`config.mk`:
```
export PLATFORM = sky130hd
export DESIGN_NAME = div_last2_flat
export DESIGN_NICKNAME = d
export VERILOG_FILES = /design/src/rtl/div_last2_pkg.sv /design/src/rtl/div_last2_if.sv /design/src/rtl/div_last2_seq_div.sv /design/src/rtl/div_last2.sv /design/src/flat_wrapper.sv
export SDC_FILE = /design/constraint.sdc
export NUM_CORES = 1
export LEC_CHECK = 0
export CAP_MARGIN = 5
export CORE_ASPECT_RATIO = 1.5
export CORE_MARGIN = 8
export CORE_UTILIZATION = 49
export DETAILED_ROUTE_END_ITERATION = 6
export GPL_TIMING_DRIVEN = 0
export PLACE_DENSITY_LB_ADDON = 0.2
export SYNTH_ARGS = -nofsm -noshare
export SYNTH_HDL_FRONTEND = slang
export SYNTH_SLANG_ARGS = --single-unit
```
`constraint.sdc`:
```
create_clock -name clk -period 3.7 [get_ports clk]
set_input_delay 0.74 -clock clk [delete_from_list [all_inputs] [get_ports clk]]
set_output_delay 0.74 -clock clk [all_outputs]
set_load 0.05 [all_outputs]
```
`src/rtl/div_last2_pkg.sv`:
```
`default_nettype none
// ============================================================================
// Module      : div_last2_pkg
// Description : Shared FSM encoding and iteration-count helper for div_last2.
// Revision    : 1.0 - initial release
// ============================================================================
package div_last2_pkg;

    typedef enum logic [1:0] {
        IDLE = 2'd0,
        RUN  = 2'd1,
        DONE = 2'd2
    } state_t;

    // One quotient bit per cycle over a 2*w-bit dividend.
    function automatic int iter_count(input int width);
        return 2 * width;
    endfunction

endpackage
`default_nettype wire

```
`src/rtl/div_last2_if.sv`:
```
`default_nettype none
// ============================================================================
// Module      : div_last2_if
// Description : Sample/result bundle between div_last2 and its environment.
// Revision    : 1.0 - initial release
// ============================================================================
interface div_last2_if #(
    parameter int w = 4
);
    logic [2*w-1:0] in;
    logic           in_valid;
    logic           ld;
    logic           ready;
    logic [w-1:0]   out;
    logic [w-1:0]   rem;
    logic           ovf;
    logic           dz;
    logic           out_valid;

    modport slave (
        input  in, in_valid, ld,
        output ready, out, rem, ovf, dz, out_valid
    );

    modport master (
        output in, in_valid, ld,
        input  ready, out, rem, ovf, dz, out_valid
    );
endinterface
`default_nettype wire

```
`src/rtl/div_last2_seq_div.sv`:
```
`default_nettype none
// ============================================================================
// Module      : seq_div
// Description : Unsigned restoring divider, N-bit dividend by D-bit divisor,
//               one quotient bit per clock.
// Revision    : 1.0 - initial release
// ============================================================================
module seq_div #(
    parameter int N = 8,
    parameter int D = 4
) (
    input  logic         clk,
    input  logic         rst,
    input  logic         start,
    input  logic [N-1:0] i_dividend,
    input  logic [D-1:0] i_divisor,
    output logic         busy,
    output logic         done,
    output logic [N-1:0] o_quotient,
    output logic [D-1:0] o_remainder
);
    localparam int c_cw = $clog2(N + 1);

    logic [N-1:0]    r_quo;
    logic [D-1:0]    r_rem;
    logic [D-1:0]    r_div;
    logic [c_cw-1:0] r_cnt;
    logic            r_busy;
    logic            r_done;

    logic [D:0]      w_trial;
    logic [D-1:0]    w_diff;
    logic            w_fit;

    // Partial remainder stays below the divisor, so the difference fits in D bits.
    assign w_trial = {r_rem, r_quo[N-1]};
    assign w_fit   = w_trial >= {1'b0, r_div};
    assign w_diff  = w_trial[D-1:0] - r_div;

    always_ff @(posedge clk) begin
        if (rst) begin
            r_quo  <= '0;
            r_rem  <= '0;
            r_div  <= '0;
            r_cnt  <= '0;
            r_busy <= 1'b0;
            r_done <= 1'b0;
        end else begin
            r_done <= 1'b0;
            if (start) begin
                r_quo  <= i_dividend;
                r_rem  <= '0;
                r_div  <= i_divisor;
                r_cnt  <= c_cw'(N);
                r_busy <= 1'b1;
            end else if (r_busy) begin
                r_quo <= {r_quo[N-2:0], w_fit};
                r_rem <= w_fit ? w_diff : w_trial[D-1:0];
                r_cnt <= r_cnt - 1'b1;
                if (r_cnt == c_cw'(1)) begin
                    r_busy <= 1'b0;
                    r_done <= 1'b1;
                end
            end
        end
    end

    assign busy        = r_busy;
    assign done        = r_done;
    assign o_quotient  = r_quo;
    assign o_remainder = r_rem;

endmodule
`default_nettype wire

```
`src/rtl/div_last2.sv`:
```
`default_nettype none
// ============================================================================
// Module      : div_last2
// Description : Divides each accepted product sample by the last recovered
//               operand, with an ignore-value filter and result registers.
// Revision    : 1.0 - initial release
// ============================================================================
module div_last2
    import div_last2_pkg::*;
#(
    parameter int             w   = 4,
    parameter logic [2*w-1:0] ign = '0
) (
    input  logic       clk,
    input  logic       rst,
    div_last2_if.slave bus
);
    localparam int c_iters = iter_count(w);

    state_t         r_state;
    logic           r_ready;
    logic [w-1:0]   r_last;
    logic [2*w-1:0] r_ignore;
    logic [w-1:0]   r_out;
    logic [w-1:0]   r_rem;
    logic           r_ovf;
    logic           r_dz;
    logic           r_out_valid;

    logic           w_accept;
    logic           w_start;
    logic           w_busy;
    logic           w_done;
    logic [2*w-1:0] w_quo;
    logic [w-1:0]   w_rem;
    logic           w_ovf;

    assign w_accept = (r_state == IDLE) && bus.in_valid && !bus.ld && (bus.in != r_ignore);
    // A zero divisor never starts the divider; RUN sees it idle and reports dz.
    assign w_start  = w_accept && (r_last != '0);
    assign w_ovf    = |w_quo[2*w-1:w];

    seq_div #(
        .N (c_iters),
        .D (w)
    ) u_seq_div (
        .clk         (clk),
        .rst         (rst),
        .start       (w_start),
        .i_dividend  (bus.in),
        .i_divisor   (r_last),
        .busy        (w_busy),
        .done        (w_done),
        .o_quotient  (w_quo),
        .o_remainder (w_rem)
    );

    always_ff @(posedge clk) begin
        if (rst) begin
            r_state     <= IDLE;
            r_ready     <= 1'b1;
            r_last      <= w'(1);
            r_ignore    <= ign;
            r_out       <= '0;
            r_rem       <= '0;
            r_ovf       <= 1'b0;
            r_dz        <= 1'b0;
            r_out_valid <= 1'b0;
        end else begin
            r_out_valid <= 1'b0;
            if (bus.ld) begin
                r_ignore <= bus.in;
            end
            case (r_state)
                IDLE: begin
                    if (w_accept) begin
                        r_state <= RUN;
                        r_ready <= 1'b0;
                    end
                end
                RUN: begin
                    if (w_done) begin
                        r_state     <= DONE;
                        r_out       <= w_quo[w-1:0];
                        r_rem       <= w_rem;
                        r_ovf       <= w_ovf;
                        r_dz        <= 1'b0;
                        r_out_valid <= 1'b1;
                        if (!w_ovf) begin
                            r_last <= w_quo[w-1:0];
                        end
                    end else if (!w_busy) begin
                        r_state     <= DONE;
                        r_out       <= '1;
                        r_rem       <= '0;
                        r_ovf       <= 1'b0;
                        r_dz        <= 1'b1;
                        r_out_valid <= 1'b1;
                    end
                end
                DONE: begin
                    r_state <= IDLE;
                    r_ready <= 1'b1;
                end
                default: begin
                    r_state <= IDLE;
                    r_ready <= 1'b1;
                end
            endcase
        end
    end

    assign bus.ready     = r_ready;
    assign bus.out       = r_out;
    assign bus.rem       = r_rem;
    assign bus.ovf       = r_ovf;
    assign bus.dz        = r_dz;
    assign bus.out_valid = r_out_valid;

endmodule
`default_nettype wire

```
`src/flat_wrapper.sv`:
```
// flat-port wrapper written by rule: the top's interface ports become plain ports
module div_last2_flat import div_last2_pkg::*;
#(
    parameter int             w   = 4,
    parameter logic [2*w-1:0] ign = '0
)
  (clk, rst, bus_in, bus_in_valid, bus_ld, bus_ready, bus_out, bus_rem, bus_ovf, bus_dz, bus_out_valid);
  div_last2_if #(.w(w)) bus_i ();
  input  logic clk;
  input  logic rst;
  input wire logic [$bits(bus_i.in)-1:0] bus_in;
  input wire logic [$bits(bus_i.in_valid)-1:0] bus_in_valid;
  input wire logic [$bits(bus_i.ld)-1:0] bus_ld;
  output wire logic [$bits(bus_i.ready)-1:0] bus_ready;
  output wire logic [$bits(bus_i.out)-1:0] bus_out;
  output wire logic [$bits(bus_i.rem)-1:0] bus_rem;
  output wire logic [$bits(bus_i.ovf)-1:0] bus_ovf;
  output wire logic [$bits(bus_i.dz)-1:0] bus_dz;
  output wire logic [$bits(bus_i.out_valid)-1:0] bus_out_valid;
  assign bus_i.in = bus_in;
  assign bus_i.in_valid = bus_in_valid;
  assign bus_i.ld = bus_ld;
  assign bus_ready = bus_i.ready;
  assign bus_out = bus_i.out;
  assign bus_rem = bus_i.rem;
  assign bus_ovf = bus_i.ovf;
  assign bus_dz = bus_i.dz;
  assign bus_out_valid = bus_i.out_valid;
  div_last2 #(.w(w), .ign(ign)) u_core (.clk(clk), .rst(rst), .bus(bus_i));
endmodule
```
==> results.tsv <==
stage	metric	value	unit
sta	final setup fails	0	
setup_path	Crit. End Element	output pin	
setup_path	CP max-delay cell	clkdlybuf4s50_1	
pwr	Comb pwr share	16.8	%
drt	DRC Markers	0	
pwr	clock share of power	30.4	%
clocking	Reg clk slew, reported paths	90	ps
place	port bufs	21	
logic_synthesis	post-synthesis cell count	226	
final_layout	diode count	0	
sta	worst slew pin tran	934	ps
logic_synthesis	Post-Synthesis Cell Area	2160	µm²
setup_path	Critical Path Source	u_core.bus.ready	
pwr	Pint	0.769	mW
final_layout	area growth from synthesis to layout	16.7	%
setup_path	CP Cell Sequence	clkdlybuf4s50_1	
sta	Tcrit/Tclk final	60.0	%
setup_path	Worst path top cell family by delay	buffers and inverters	
clocking	Root Buffer	clkbuf_8	
worst_hold_path	WHS Endpoint	u_core.r_last[1]	
clocking	hold_buf cts	0	
floorplanning	Die Ht	97.4	µm
sta	Final Hold Viols	0	
global_route	first-pass GRT wire length	7.62	mm
floorplanning	Starting Density	50.9	%
pwr	VDD IR max	0.317	mV
clocking	Max Root-Sink Buffers	2	
floorplanning	Rows	29	
pwr	Power Total	1.07	mW
clocking	Max H-tree Level	2	
final_layout	Final nets	273	
setup_path	Worst Path Required	2960	ps
global_route	initial antenna violation count	0	
pwr	Pleak	0.952	nW
logic_synthesis	top cells by area, synth	dfxtp_1, mux2i_1, nor2_1	
drt	First-pass DRT Iterations	4	
sta	Clock Skews	5.01	ps
place	hpwl dp	3.39	mm
drt	Vias/cell	5.49	
global_route	Overflow after GRT	0	
pwr	sw frac	28.1	%
setup_path	crit-path max FO	2	
pwr	PD cells	425	nW/µm²
sta	setup TNS	0	ps
setup_path	r2r setup slk	1810	ps
worst_hold_path	worst min-delay path category	reg -> reg	
setup_path	FF-to-FF End	u_core.u_seq_div.o_remainder[2]	
logic_synthesis	count of flip-flops with a built-in enable after synthesis	0	
run_status	status	finished, final reports clean	
worst_hold_path	hold path start	u_core.r_last[1]	
drt	Via Count	1653	
floorplanning	Die Wd	70.2	µm
logic_synthesis	Seq/Total Area, Yosys	44.4	%
logic_synthesis	area share of the leading cell type in the synthesized netlist	44.4	%
drt	WL per Instance	15.3	µm
floorplanning	IO Pins	24	
sta	unrepaired setup endpoints after global routing	false	
clocking	count of clock tree sinks	48	
drt	drt initial violations	68	
sta	fin crit period	2220	ps
pwr	NetSw	0.301	mW
floorplanning	Core Footprint	4250	µm²
setup_path	Setup CP Type	reg -> out	
setup_path	Buf+Inv Stages, Crit Path	1	
global_route	All-Layer GR Usage	13.5	%
clocking	CTS buffer count	5	
logic_synthesis	leading area contributor after synthesis	dfxtp_1	
sta	Slew Limit Fails	0	
sta	Worst slew margin	37.1	%
setup_path	worst path arrival time	1480	ps
logic_synthesis	Post-synth ARST share	0	%
logic_synthesis	Seq cells post-synth	48	
place	RePlAce Congestion	0.782	
floorplanning	Die ar.	6840	µm²
run	max-cap violations	0	
clocking	Post-CTS Resized	0	
logic_synthesis	Mapped Nets	245	
global_route	largest net degree at the start of global routing	15	
sta	hold slack	483	ps
clocking	Setup Fix Bufs, Post-CTS	0	
pwr	Sequential Power Share	52.8	%
logic_synthesis	synth warn	0	
final_layout	share of layout cells above drive strength 1	11.0	%
drt	antenna viol nets, final	0	
setup_path	Reg2Reg Depth	7	
clocking	TritonCTS clock tree	done	
sta	fmax	451	MHz
drt	DRT Wirelength	4.61	mm
logic_synthesis	ys flop type	dfxtp_1	
setup_path	FF-to-FF Start	u_core.u_seq_div.r_div[1]	
setup_path	CP startpoint kind	register	
setup_path	max incr delay on CP	810	ps
global_route	vias in the first global route	1603	
worst_hold_path	WHS Path Cells	2	
logic_synthesis	distinct cell type count after synthesis	41	
logic_synthesis	Avg Synthesized Cell Area	9.57	µm²
clocking	clk_lat worst skew	300	ps
## synth_stat cells, types with 2 or more instances
cell type and number:
nand3_1 4, a211oi_2 9, nand4_1 3, nor4_1 3, xnor2_1 11, mux2i_1 19, o21a_1 2, a21oi_1 9
o21ai_0 5, buf_2 3, o22ai_1 4, clkbuf_1 5, buf_6 2, dfxtp_1 48, nand2_1 15, o311ai_0 2
a22oi_1 4, nor2b_1 4, ha_1 6, nor2_1 39, inv_1 9
## cell type report
cell class	count	area (µm²)
fillers	412	1720
multi-input cells	157	1100
flip-flops and latches	48	961
repair buffers	21	210
clock buffers	6	82.6
plain buffers	12	67.6
well taps	46	57.6
inverters	9	33.8
clock inverters	2	10.0
## metrics by stage
step / utilization [%] / cell area [µm²] / setup slack (ps) / std cells
after CTS: 59.4 / 2520 / 1470 / 301
after detailed placement: 57.2 / 2430 / 1150 / 293
final: 59.4 / 2520 / 1480 / 301
after floorplan: - / 2160 / 1840 / 226
after global routing: 59.4 / 2520 / 1390 / 301
after global placement: 57.2 / 2430 / 1170 / 293
## flip-flops by register name (all words and copies together) (netlist names)
| signal | cells |
|---|---|
| u_core.u_seq_div.r_cnt | 4 |
| u_core.u_seq_div.done | 1 |
| u_core.u_seq_div.o_remainder | 4 |
| u_core.u_seq_div.o_quotient | 8 |
| u_core.bus.out_valid | 1 |
| u_core.u_seq_div.busy | 1 |
| u_core.bus.out | 4 |
| u_core.bus.ovf | 1 |
| u_core.r_ignore | 8 |
| u_core.bus.rem | 4 |
| u_core.r_state | 2 |
| u_core.bus.ready | 1 |
| u_core.bus.dz | 1 |
| u_core.u_seq_div.r_div | 4 |
| u_core.r_last | 4 |
## layer usage
metal / global-route usage, % / part of all wire, % / up-vias
li1: - / - / 837
met1: 14.6 / 43 / 778
met2: 24.2 / 52 / 29
met3: 2.86 / 2.8 / 9
met4: 5.43 / 2.3 / 0
met5: 0 / 0 / -
## power groups by stage
stage	logic (mW)	registers, mW	clock network [mW]
floorplan	0.118	0.586	0
global placement	0.179	0.576	0
detailed placement	0.180	0.577	0
CTS	0.182	0.565	0.331
global route	0.198	0.568	0.350
finish	0.180	0.565	0.325
## worst max path at each step
stage | endpoint | slack [ps] | cells past startpoint
floorplan | u_core.u_seq_div.r_div[3] | 1840 | 6
global placement | u_core.u_seq_div.r_div[1] | 1170 | 7
detailed placement | u_core.u_seq_div.r_div[2] | 1150 | 7
CTS | bus_ready | 1470 | 1
global route | u_core.u_seq_div.r_div[1] | 1390 | 7
finish | bus_ready | 1480 | 1
## layout by cell type, fill, tap and decap left out, types with 5 or more instances in the layout
master | netlist | layout
nor2_1 | 39 | 39
xnor2_1 | 11 | 11
a211oi_2 | 9 | 9
dfxtp_1 | 48 | 48
mux2i_1 | 19 | 19
inv_1 | 9 | 9
clkbuf_1 | 5 | 5
o21ai_0 | 5 | 5
nand2_1 | 15 | 15
clkbuf_8 | 0 | 6
clkdlybuf4s50_1 | 0 | 21
a21oi_1 | 9 | 9
ha_1 | 6 | 6
## logic make-up (layout without fill, tap and decap cells)
| logic type | after synthesis | in the layout | share of synthesized area, % |
|---|---|---|---|
| AO/OA/AOI/OAI | 42 | 42 | 15.6 |
| multiplexers | 19 | 19 | 8.80 |
| adder cells (fa/ha/maj) | 7 | 7 | 4.40 |
| AND/OR/NAND/NOR | 77 | 77 | 17.2 |
| flip-flops | 48 | 48 | 44.4 |
| buffers and inverters | 21 | 50 | 4.69 |
| XOR/XNOR | 12 | 12 | 4.86 |
Power figures use the tool's default switching activity.
